### src/rtl/control_unit_if.sv
// control_unit_if -- program-memory instruction fetch bus.
//
// Signals:
//   mem_req   : instruction-byte read request (driven by the control unit)
//   mem_valid : memory byte available on mem_data this cycle
//   mem_data  : instruction byte from program memory
//
// Modports:
//   master : control unit side (issues mem_req, consumes data)
//   slave  : program memory side
interface control_unit_if #(
  parameter int WORD_WIDTH = 8
);
  logic                  mem_req;
  logic                  mem_valid;
  logic [WORD_WIDTH-1:0] mem_data;

  modport master (
    output mem_req,
    input  mem_valid,
    input  mem_data
  );

  modport slave (
    input  mem_req,
    output mem_valid,
    output mem_data
  );
endinterface

### src/rtl/control_unit.sv
// control_unit -- instruction sequencer for a small accumulator CPU.
//
// Fetches an opcode byte (and, for LDI/JMP/JZ, an operand byte) from
// program memory, then issues one-cycle strobes to the PC, ALU and
// accumulator. Opcode class is opcode[7:4]:
//   0x0 NOP, 0x1 ALU, 0x2 LDI, 0x3 JMP, 0x4 JZ, 0xF HLT, others illegal (NOP).
// A one-byte instruction walks FETCH_OP, DECODE, EXECUTE; a two-byte one
// adds FETCH_ARG between DECODE and EXECUTE. Each mem_valid=0 cycle in a
// fetch state holds that state for one more cycle.
//
// Ports:
//   clock, reset  : rising-edge clock, asynchronous active-low reset
//   run           : leave IDLE and start fetching
//   mem           : fetch bus (mem_req / mem_valid / mem_data)
//   pc_enable     : advance or load the PC; jump / jz qualify a load
//   jump_address  : branch target (operand register)
//   alu_op        : opcode[2:0] of the current instruction
//   alu_start     : ALU execute strobe
//   imm_write     : write imm_data to the accumulator
//   imm_data      : immediate value (operand register)
//   halted        : high while in HALT
//   illegal       : sticky undefined-opcode flag
//
// All outputs are registers, so each one reflects the current state and
// is cleared the moment reset goes low.
module control_unit #(
  parameter int WORD_WIDTH = 8
) (
  input  logic                  clock,
  input  logic                  reset,
  input  logic                  run,
  control_unit_if.master        mem,
  output logic                  pc_enable,
  output logic                  jump,
  output logic                  jz,
  output logic [WORD_WIDTH-1:0] jump_address,
  output logic [2:0]            alu_op,
  output logic                  alu_start,
  output logic                  imm_write,
  output logic [WORD_WIDTH-1:0] imm_data,
  output logic                  halted,
  output logic                  illegal
);

  typedef enum logic [2:0] {
    ST_IDLE      = 3'd0,
    ST_FETCH_OP  = 3'd1,
    ST_DECODE    = 3'd2,
    ST_FETCH_ARG = 3'd3,
    ST_EXECUTE   = 3'd4,
    ST_HALT      = 3'd5
  } state_t;

  localparam logic [3:0] CLS_NOP = 4'h0;
  localparam logic [3:0] CLS_ALU = 4'h1;
  localparam logic [3:0] CLS_LDI = 4'h2;
  localparam logic [3:0] CLS_JMP = 4'h3;
  localparam logic [3:0] CLS_JZ  = 4'h4;
  localparam logic [3:0] CLS_HLT = 4'hF;

  state_t                state_r;
  logic [7:0]            opcode_r;
  logic [WORD_WIDTH-1:0] operand_r;
  logic                  mem_req_r;
  logic                  pc_enable_r;
  logic                  jump_r;
  logic                  jz_r;
  logic                  alu_start_r;
  logic                  imm_write_r;
  logic                  halted_r;
  logic                  illegal_r;
  logic [3:0]            cls_s;
  logic                  unused_bits_s;

  function automatic logic is_two_byte(input logic [3:0] cls);
    return (cls == CLS_LDI) || (cls == CLS_JMP) || (cls == CLS_JZ);
  endfunction

  function automatic logic is_legal(input logic [3:0] cls);
    case (cls)
      CLS_NOP, CLS_ALU, CLS_LDI, CLS_JMP, CLS_JZ, CLS_HLT: return 1'b1;
      default:                                             return 1'b0;
    endcase
  endfunction

  assign cls_s = opcode_r[7:4];
  // opcode bit 3 carries no meaning for any defined instruction.
  assign unused_bits_s = opcode_r[3];

  // Sequencer: state, instruction registers and registered strobes.
  // Strobes default low every edge and are raised only on the edge that
  // enters the state in which they must be seen, giving one-cycle pulses.
  always_ff @(posedge clock or negedge reset) begin
    if (!reset) begin
      state_r     <= ST_IDLE;
      opcode_r    <= 8'h00;
      operand_r   <= '0;
      mem_req_r   <= 1'b0;
      pc_enable_r <= 1'b0;
      jump_r      <= 1'b0;
      jz_r        <= 1'b0;
      alu_start_r <= 1'b0;
      imm_write_r <= 1'b0;
      halted_r    <= 1'b0;
      illegal_r   <= 1'b0;
    end else begin
      mem_req_r   <= 1'b0;
      pc_enable_r <= 1'b0;
      jump_r      <= 1'b0;
      jz_r        <= 1'b0;
      alu_start_r <= 1'b0;
      imm_write_r <= 1'b0;
      case (state_r)
        ST_IDLE: begin
          if (run) begin
            state_r   <= ST_FETCH_OP;
            mem_req_r <= 1'b1;
          end else begin
            state_r <= ST_IDLE;
          end
        end
        ST_FETCH_OP: begin
          if (mem.mem_valid) begin
            opcode_r    <= mem.mem_data[7:0];
            state_r     <= ST_DECODE;
            // DECODE of a two-byte instruction steps the PC past the opcode.
            pc_enable_r <= is_two_byte(mem.mem_data[7:4]);
          end else begin
            mem_req_r <= 1'b1;
          end
        end
        ST_DECODE: begin
          if (!is_legal(cls_s)) begin
            illegal_r <= 1'b1;
          end else begin
            illegal_r <= illegal_r;
          end
          if (is_two_byte(cls_s)) begin
            state_r   <= ST_FETCH_ARG;
            mem_req_r <= 1'b1;
          end else if (cls_s == CLS_HLT) begin
            state_r  <= ST_HALT;
            halted_r <= 1'b1;
          end else begin
            // ALU, NOP and illegal opcodes only advance the PC.
            state_r     <= ST_EXECUTE;
            pc_enable_r <= 1'b1;
            alu_start_r <= (cls_s == CLS_ALU);
          end
        end
        ST_FETCH_ARG: begin
          if (mem.mem_valid) begin
            operand_r   <= mem.mem_data;
            state_r     <= ST_EXECUTE;
            pc_enable_r <= 1'b1;
            jump_r      <= (cls_s == CLS_JMP);
            jz_r        <= (cls_s == CLS_JZ);
            imm_write_r <= (cls_s == CLS_LDI);
          end else begin
            mem_req_r <= 1'b1;
          end
        end
        ST_EXECUTE: begin
          state_r   <= ST_FETCH_OP;
          mem_req_r <= 1'b1;
        end
        ST_HALT: begin
          state_r <= ST_HALT;
        end
        default: begin
          state_r  <= ST_IDLE;
          halted_r <= 1'b0;
        end
      endcase
    end
  end

  assign mem.mem_req   = mem_req_r;
  assign pc_enable     = pc_enable_r;
  assign jump          = jump_r;
  assign jz            = jz_r;
  assign jump_address  = operand_r;
  assign imm_data      = operand_r;
  assign alu_op        = opcode_r[2:0];
  assign alu_start     = alu_start_r;
  assign imm_write     = imm_write_r;
  assign halted        = halted_r;
  assign illegal       = illegal_r;

endmodule
### src/flat_wrapper.sv
// flat-port wrapper written by rule: the top's interface ports become plain ports
module control_unit_flat 
#(
  parameter int WORD_WIDTH = 8
)
  (clock, reset, run, pc_enable, jump, jz, jump_address, alu_op, alu_start, imm_write, imm_data, halted, illegal, mem_mem_req, mem_mem_valid, mem_mem_data);
  control_unit_if #(.WORD_WIDTH(WORD_WIDTH)) mem_i ();
  input  logic clock;
  input  logic reset;
  input  logic run;
  output logic pc_enable;
  output logic jump;
  output logic jz;
  output logic [WORD_WIDTH-1:0] jump_address;
  output logic [2:0] alu_op;
  output logic alu_start;
  output logic imm_write;
  output logic [WORD_WIDTH-1:0] imm_data;
  output logic halted;
  output logic illegal;
  output wire logic [$bits(mem_i.mem_req)-1:0] mem_mem_req;
  input wire logic [$bits(mem_i.mem_valid)-1:0] mem_mem_valid;
  input wire logic [$bits(mem_i.mem_data)-1:0] mem_mem_data;
  assign mem_mem_req = mem_i.mem_req;
  assign mem_i.mem_valid = mem_mem_valid;
  assign mem_i.mem_data = mem_mem_data;
  control_unit #(.WORD_WIDTH(WORD_WIDTH)) u_core (.clock(clock), .reset(reset), .run(run), .mem(mem_i), .pc_enable(pc_enable), .jump(jump), .jz(jz), .jump_address(jump_address), .alu_op(alu_op), .alu_start(alu_start), .imm_write(imm_write), .imm_data(imm_data), .halted(halted), .illegal(illegal));
endmodule
### config.mk
export PLATFORM = sky130hd
export DESIGN_NAME = control_unit_flat
export DESIGN_NICKNAME = d
export VERILOG_FILES = /design/src/rtl/control_unit_if.sv /design/src/rtl/control_unit.sv /design/src/flat_wrapper.sv
export SDC_FILE = /design/constraint.sdc
export NUM_CORES = 1
export LEC_CHECK = 0
export ABC_AREA = 1
export CAP_MARGIN = 10
export CORE_ASPECT_RATIO = 1.5
export CORE_MARGIN = 8
export CORE_UTILIZATION = 45
export CTS_CLUSTER_DIAMETER = 200
export DETAILED_ROUTE_END_ITERATION = 7
export PLACE_DENSITY_LB_ADDON = 0.08
export SYNTH_ARGS = -nofsm -noshare
export SYNTH_HDL_FRONTEND = slang
export SYNTH_SLANG_ARGS = --single-unit
### constraint.sdc
create_clock -name clock -period 1.3 [get_ports clock]
set_input_delay 0.26 -clock clock [delete_from_list [all_inputs] [get_ports clock]]
set_output_delay 0.26 -clock clock [all_outputs]
set_load 0.01 [all_outputs]
* Word-level counts from Yosys, hierarchy flattened
Cells that the tools add are included.
** Storage, ports and cells
- Bits in registers :: 27
- Input bits :: 12
- Output and inout port bits :: 27
- Word-level logic and storage cells :: 73
** Operators by class
- Equal/unequal tests :: 17
- Mux-type cells :: 29
- Bitwise gates (word level) :: 2
- Reduce and logical (&&, ||, !) cells :: 14
** Operator list (number)
- $mux 1 :: 22
- $pmux 3 s6 :: 1
- $eq 4x2->1 const B :: 4
- $mux 3 :: 3
- $eq 4x3->1 const B :: 2
- $reduce_and 2->1 :: 4
- $eq 3x2->1 const B :: 2
- $eq 3x3->1 const B :: 2
- $ne 2x2->1 const B :: 3
- $reduce_or 6->1 :: 1
- $reduce_or 5->1 :: 1
- $eq 4x1->1 const B :: 1
- $eq 4x4->1 const B :: 1
- $logic_not 4->1 :: 1
- $logic_or 1x1->1 :: 4
- $pmux 1 s4 :: 1
- $eq 3x1->1 const B :: 1
- $logic_not 3->1 :: 1
- $pmux 1 s3 :: 1
- $reduce_and 3->1 :: 1
- $ne 2x1->1 const B :: 1
- $not 1->1 :: 2
- $pmux 1 s2 :: 1
- $reduce_or 2->1 :: 1

* Longest topological paths before layout
- Word-level depth :: 6
- Gate-level depth with buffers :: 8

* Least setup slack after synthesis
No wires, ideal clock.
- Kind :: reg2reg
- Start :: register u_core.state_r[2]
- End :: register u_core.operand_r[3], in the netlist u_core.imm_data[3]
- Arrival :: 1.083 ns
- Required time :: 1.183 ns
- Setup slack :: 0.100 ns
- Cell stages (with the launch flop) :: 6
- Path buffers :: 1
- Clock period less this slack :: 1.200 ns
- Cell sequence :: dfrtp_1 -> nor3_4 -> nand2_4 -> buf_6 -> nand2_1 -> nand2_1
** Between the ends
- Longest elaborated chain between the ends :: 2
** Ends and longest elaborated chain
- start: declaration :: RTL line control_unit.sv:61 : state_t state_r;
- start signal: assignment :: RTL line control_unit.sv:95 : state_r <= ST_IDLE;
- start signal: assignment :: RTL line control_unit.sv:116 : state_r <= ST_FETCH_OP;
- start signal: assignment :: RTL line control_unit.sv:119 : state_r <= ST_IDLE;
- $eq 3x2->1 :: RTL line control_unit.sv:113 : case (state_r)
- $reduce_and 2->1 (no line)
- end signal: assignment :: RTL line control_unit.sv:153 : operand_r <= mem.mem_data;
- end: declaration :: RTL line control_unit.sv:63 : logic [WORD_WIDTH-1:0] operand_r;
No other way between the ends.
A chain may end at the register's enable or synchronous reset.

* Worst setup path in the final report
- Start :: register u_core.opcode_r[6]
- End :: register u_core.state_r[1]
** Between the ends
- Longest elaborated chain between the ends :: 5
- Elaborated cells between the ends (all ways) :: 7
** Ends and longest elaborated chain
- start: declaration :: RTL line control_unit.sv:62 : logic [7:0] opcode_r;
- start signal: assignment :: RTL line control_unit.sv:124 : opcode_r <= mem.mem_data[7:0];
- $eq 4x2->1 :: RTL line control_unit.sv:76 : return (cls == CLS_LDI) || (cls == CLS_JMP) || (cls == CLS_JZ);
- $logic_or 1x1->1 :: RTL line control_unit.sv:76
- $logic_or 1x1->1 (*) :: RTL line control_unit.sv:76
- $mux 3 (*) :: RTL line control_unit.sv:138 : if (is_two_byte(cls_s)) begin
- $pmux 3 s6 (*) :: RTL line control_unit.sv:113
- end signal: assignment :: RTL line control_unit.sv:116
- end signal: assignment :: RTL line control_unit.sv:139 : state_r <= ST_FETCH_ARG;
- end signal: assignment :: RTL line control_unit.sv:142 : state_r <= ST_HALT;
Every way passes the cells marked *; elsewhere a longest branch is shown, timed or not.

==> impl_metrics.ini <==
[synth]
ys.flop_type = dfrtp_1
synth_area_leader_cell = dfrtp_1
synthCells = 136
synth_top_family_by_area = simple AND/OR/NAND/NOR gates
ys_ff_latch = 26
ys.warnings.count = 0
synth_top_area_share_pct = 53.3
avgSynthCellArea_sq_um = 8.97
synth_edf_count = 0
synthSimpleGateAreaFrac_pct = 24.9
syn_nets = 148
synth.most_common_cell = nand2_1
synth_top_cells_by_count = nand2_1, dfrtp_1, inv_1
synth_mux_area_share_pct = 0
async_reset_ff_share_pct = 100
yosys-top-cells-area = dfrtp_1, nand2_1, buf_4, inv_1, o21ai_2
synthDistinctLibCells = 19
yosys.area_share.adder_pct = 0
synth_seq_area_share_pct = 53.3
netlist_area_sq_mm = 0.00122
synth-xor-area-share_pct = 0
synth_compound_area_share_pct = 9.03

[timing]
setup_viol = 0
finalCritPeriodShare_pct = 96.6
finalHoldViolCount = 0
relSlewSlack_pct = 84.9
tightest_slew_ps = 225
fin_tns_setup_ps = 0
setup_slack_ps = 44.1
fmax_mhz = 796
skew_ps = 3.95
final-max-slew-violation-count = 0
layout_min_cycle_time_ps = 1260

[clock_network]
clkSinkCount = 26
clock_path_buffers = 2
cts_tree = yes
postCtsHoldBufs = 0
cts-root-buf = clkbuf_8
htreeDepth = 1
numCtsBuffers = 3
insertion_delay_ps = 270
clkTransAtPathRegs_ps = 90

[setup_path]
worstPathCellList = inv_1 > nor2_1 > nand2_1 > nand2_1 > nand2_1 > nand2_1 > nand2_1 > nand2_1
worstPathArrival_ps = 1420
cp_common_cell = nand2_1
slowest_stage = dfrtp_1
endpoint_kind = flip-flop
crit_fanout = 4
path_class = reg2reg
worstPathRequired_ps = 1470
r2r_slack_ps = 40
worstSetupStartpointType = flip-flop
slowest_delay_ps = 430

[detailed_routing]
wire_per_inst_um = 13.8
ant_nets = 0
route.detailed.drc = 0
drt_iter0_markers = 31
routed_wl_um = 2880
viasPerCell = 4.82
vias = 1008
dr.pass1.iters = 4

[die]
die_h_um = 79.8
core_sq_mm = 0.00262
std_cell_rows = 23
ioPinCount = 39
die_w_um = 58.5
die-area_sq_mm = 0.00467
start_util_pct = 46.6

[pwr]
powerDensity_mw_per_mm2 = 2200
vdd_ir_drop_max_mv = 1.19
leakagePower_nw = 0.890

[placed_design]
gp_congestion = 0.825
dp_hpwl_um = 2050
io_buffers = 38
pre_cts_ws_ps = -48.3

[final_layout]
fillers = 237
ff_latch_area_sq_um = 652
n_antenna_cell = 0
drive_above_1_share_pct = 15.1
multi_input_area_sq_um = 428
nets = 185
area.growth.synth_to_final_pct = 35.9

[global_routing]
grt-ovfl-total = 0
antenna_found_initial = 0
grt_usage_pct = 12.4
first_global_vias = 1059
grt_max_degree = 27
grt_pass1_wl_um = 4590

[hold_path]
hp-class = in2async

[job]
drv_cap = 0

[outcome]
status = finished, final reports clean
[worst paths after layout]
check,cells past startpoint,to,start
max,8,u_core.state_r[1]$_DFFE_PN0P_,u_core.opcode_r[6]$_DFFE_PN0P_
min,2,u_core.halted$_DFFE_PN0P_,reset
max reg2reg,8,u_core.state_r[1]$_DFFE_PN0P_,u_core.opcode_r[6]$_DFFE_PN0P_
min reg2reg,1,u_core.illegal$_DFFE_PN0P_,u_core.illegal$_DFFE_PN0P_
max in group asynchronous,2,u_core.state_r[2]$_DFFE_PN0P_,reset
min in group clock,1,u_core.illegal$_DFFE_PN0P_,u_core.illegal$_DFFE_PN0P_
[layer usage]
| metal | track usage [%] | up-vias | part of all wire, % |
|---|---|---|---|
| li1 | - | 497 | - |
| met1 | 13.4 | 477 | 40 |
| met2 | 21.7 | 28 | 53 |
| met3 | 3.39 | 6 | 5.2 |
| met4 | 5.67 | 0 | 1.9 |
| met5 | 0 | - | 0 |
[critical path, delay by kind of cell, from the launching register on]
kind	cells	cell delay (ps)
flip-flops	1	430
buffers and inverters	1	100
AND/OR/NAND/NOR	7	620
[layout make-up]
| cell class | instances | area share [%] |
|---|---|---|
| multi-input cells | 83 | 25.8 |
| well taps | 37 | 2.79 |
| inverters | 15 | 3.40 |
| clock buffers | 3 | 2.49 |
| flip-flops and latches | 26 | 39.3 |
| repair buffers | 44 | 24.4 |
| clock inverters | 1 | 1.81 |
[state kept, by name, summed over array words and instances, names as in the netlist]
register and count:
u_core.alu_start 1, u_core.halted 1, u_core.illegal 1, u_core.imm_data 8
u_core.imm_write 1, u_core.jump 1, u_core.jz 1, u_core.mem.mem_req 1
u_core.opcode_r 7, u_core.pc_enable 1, u_core.state_r 3
[per-stage QoR]
stage               instance area, sq um  total power, mW  hold WS (ps)  instances  util, %
finish                              1660             3.65           335        209     63.3
global route                        1660             3.92           343        209     63.3
floorplan                           1220             2.47         -35.6        136        -
global placement                    1580             3.14           464        201     60.4
detailed placement                  1580             3.19           465        201     60.4
CTS                                 1630             3.63           339        206     62.2
[kinds of logic after synthesis]
logic type             count (synthesis)
AOI/OAI and AO/OA                     17
buffers and inverters                 28
DFF                                   26
and+or+nand+nor                       65
[power breakdown]
group	internal, mW	switching [mW]
Combinational	0.700	0.886
Clock	0.412	0.259
Sequential	1.13	0.257
[what timing repair did]
item                       CTS  global route
pin swaps                    2             2
cloned                       0             1
buffers inserted             1             2
gates resized for setup     27             6
setup endpoints to repair   31            17
[cell usage in the layout, fill, tap and decap left out, types with 2 or more instances in the layout]
cell type,count
o21ai_2,6
dlygate4sd2_1,27
inv_1,12
buf_4,5
clkdlybuf4s50_1,11
nand3_1,9
nand4_1,5
nand2_4,2
a21oi_1,2
nand2_1,34
o21ai_0,7
inv_2,3
dfrtp_1,25
nor2_1,11
clkbuf_8,3
Note: power is estimated with default switching activity, not from simulation.
==> RTL edit (config.mk and constraints unchanged) <==
Encoding of `state_t`: now Gray code (3 bits for 6 states).
--- a/src/rtl/control_unit.sv
+++ b/src/rtl/control_unit.sv
@@ -44,10 +44,10 @@
 
   typedef enum logic [2:0] {
-    ST_IDLE      = 3'd0,
-    ST_FETCH_OP  = 3'd1,
-    ST_DECODE    = 3'd2,
-    ST_FETCH_ARG = 3'd3,
-    ST_EXECUTE   = 3'd4,
-    ST_HALT      = 3'd5
+    ST_IDLE      = 3'b000,
+    ST_FETCH_OP  = 3'b001,
+    ST_DECODE    = 3'b011,
+    ST_FETCH_ARG = 3'b010,
+    ST_EXECUTE   = 3'b110,
+    ST_HALT      = 3'b111
   } state_t;
 
Formal check against the unedited RTL: no difference found for any inputs over 10 cycles, from zero or initial values and one cycle with reset low; not proved beyond that.
==> RTL edit against the unedited design <==
- utilization fell by 2.2 points
- sequential cell count unchanged
- area after synthesis is 1.9% lower
- power shrank 10%
- register-to-register slack gained 0.06 ns
- wire length shrank 1.1%
- setup slack gained 0.020 ns
- via count about the same
- die area fell by 1.5%
- fmax increased by 1.6%
- design area is 4.5% lower
- worst hold slack gained 0.0034 ns
- critical path type is now reg2out
- largest power group unchanged
==> RTL edit: results (changes against the unedited design) <==
- Compound-Gate Fraction of Synth Area: 0.0879 (-0.00239)
- Slowest CP cell: dfrtp_1
- Syn Nets: 145 (-2.0%)
- Fin Clk Skew: 0.00461 ns (+0.000656 ns)
- CP arrival: 0.98 ns (-0.44 ns)
- Global-route wire length before repair: 4480 um (-2.4%)
- GRT Util Overall: 0.125 (+0.00136)
- Synth area leaders: dfrtp_1, nand2_1, buf_4
- Leak: 0.848 nW (-4.6%)
- Drt via density: 5.23 (+8.4%)
- Vias in the first global route: 1,028 (-2.9%)
- Post-placement cell area: 0.00156 sq mm (-1.7%)
- Post-CTS sizing: 27 (unchanged)
- Clock share of power: 0.136 (-0.048)
- VDD IR max: 0.00122 V (+2.8%)
- Max H-tree Level: 1 (unchanged)
- Antenna violations before repair: 0 (unchanged)
- Finished Layout Cells: 193 (-7.7%)
- Max reg flops: 8 (unchanged)
- Status: finished clean
- R2R depth: 6 (-2)
- Met1 GRT Util: 0.110 (-0.0236)
- Synth top cells by count: nand2_1, dfrtp_1, inv_1
- Fin Setup TNS: 0 ns (unchanged)
- Adder-cell share of the synthesized area: 0 (unchanged)
- Dpl hpwl: 2160 um (+5.5%)
- Delay-heaviest family, CP: flip-flops
- Met3 GRT Util: 0.0436 (+0.00975)
- Post-CTS setup buffers: 0 (-1)
- Internal Power: 1.98 mW (-12%)
- Logic gate share of total power: 0.446 (+0.011)
- Top Layer Used: met4
- DR WL met3: 212 um (+40%)
- Syn_area_per_cell: 8.99 sq um (+0.26%)
- Filler cells: 235 (-0.84%)
- Worst skew pair latency: 0.27 ns (about the same)
- WL met2: 1480 um (-2.0%)
- Final nets: 182 (-1.6%)
- Critical Path Fanout Max: 3 (-1)
- Routed WL per cell: 14.7 um (+7.0%)
- Share of cells above drive strength 1: 0.131 (-0.0202)
- RePlAce Congestion: 0.791 (-4.0%)
- CTS Buf Count: 3 (unchanged)
- Clk slew on worst S/H paths: 0.08 ns
- YS warnings: 0 (unchanged)
- Slew HR: 0.824 (-0.0250)
- FFs w/ async S/R, synth: 1.00 (unchanged)
- Setup Slack @ Placement: -0.196 ns (-0.148 ns)
- Post-synthesis sequential area ratio: 0.544 (+0.0106)
- WL met1: 1080 um (-6.6%)
- Initial DRC Count: 37 (+19%)
- Cell variety after synth: 21 (+2)
- Clock Tree Buf Depth: 2 (unchanged)
- Port bufs: 38 (unchanged)
- Slowest Stage Delay on Critical Path: 0.41 ns (-0.02 ns)
- Total power: 3.27 mW (-10%)
- M2 GR Usage: 0.229 (+0.0114)
- Largest net degree at the start of global routing: 27 (unchanged)
- HP Class: in2async
- Clock root cell: clkbuf_8
==> RTL edit: changes by cell type after synthesis, moves of 2 or more <==
cell	unedited run	this run
nand3_1	9	11
nor2_1	12	8
nor2_2	0	2
o21ai_1	0	5
o21ai_2	6	0
nand2_1	34	29
o21ai_0	8	12
nand4_1	5	2
==> RTL edit: area by class of cell <==
type	count	area (sq um)	share of cell area
repair buffers	44	404	0.255
flip-flops and latches	26	654	0.413
inverters	17	63.8	0.0403
clock buffers	3	41.3	0.0261
well taps	25	31.3	0.0198
multi-input cells	78	388	0.245
==> RTL edit: path summary, 6_finish.rpt <==
check / start / to / slack, ns
max: u_core.imm_data[1] / imm_data[1] / 0.06
max reg2reg: u_core.state_r[1] / u_core.opcode_r[2] / 0.10
min: reset / u_core.illegal / 0.34
max in group asynchronous: reset / u_core.state_r[0] / 0.80
min reg2reg: u_core.illegal / u_core.illegal / 0.46
min in group clock: u_core.illegal / u_core.illegal / 0.46
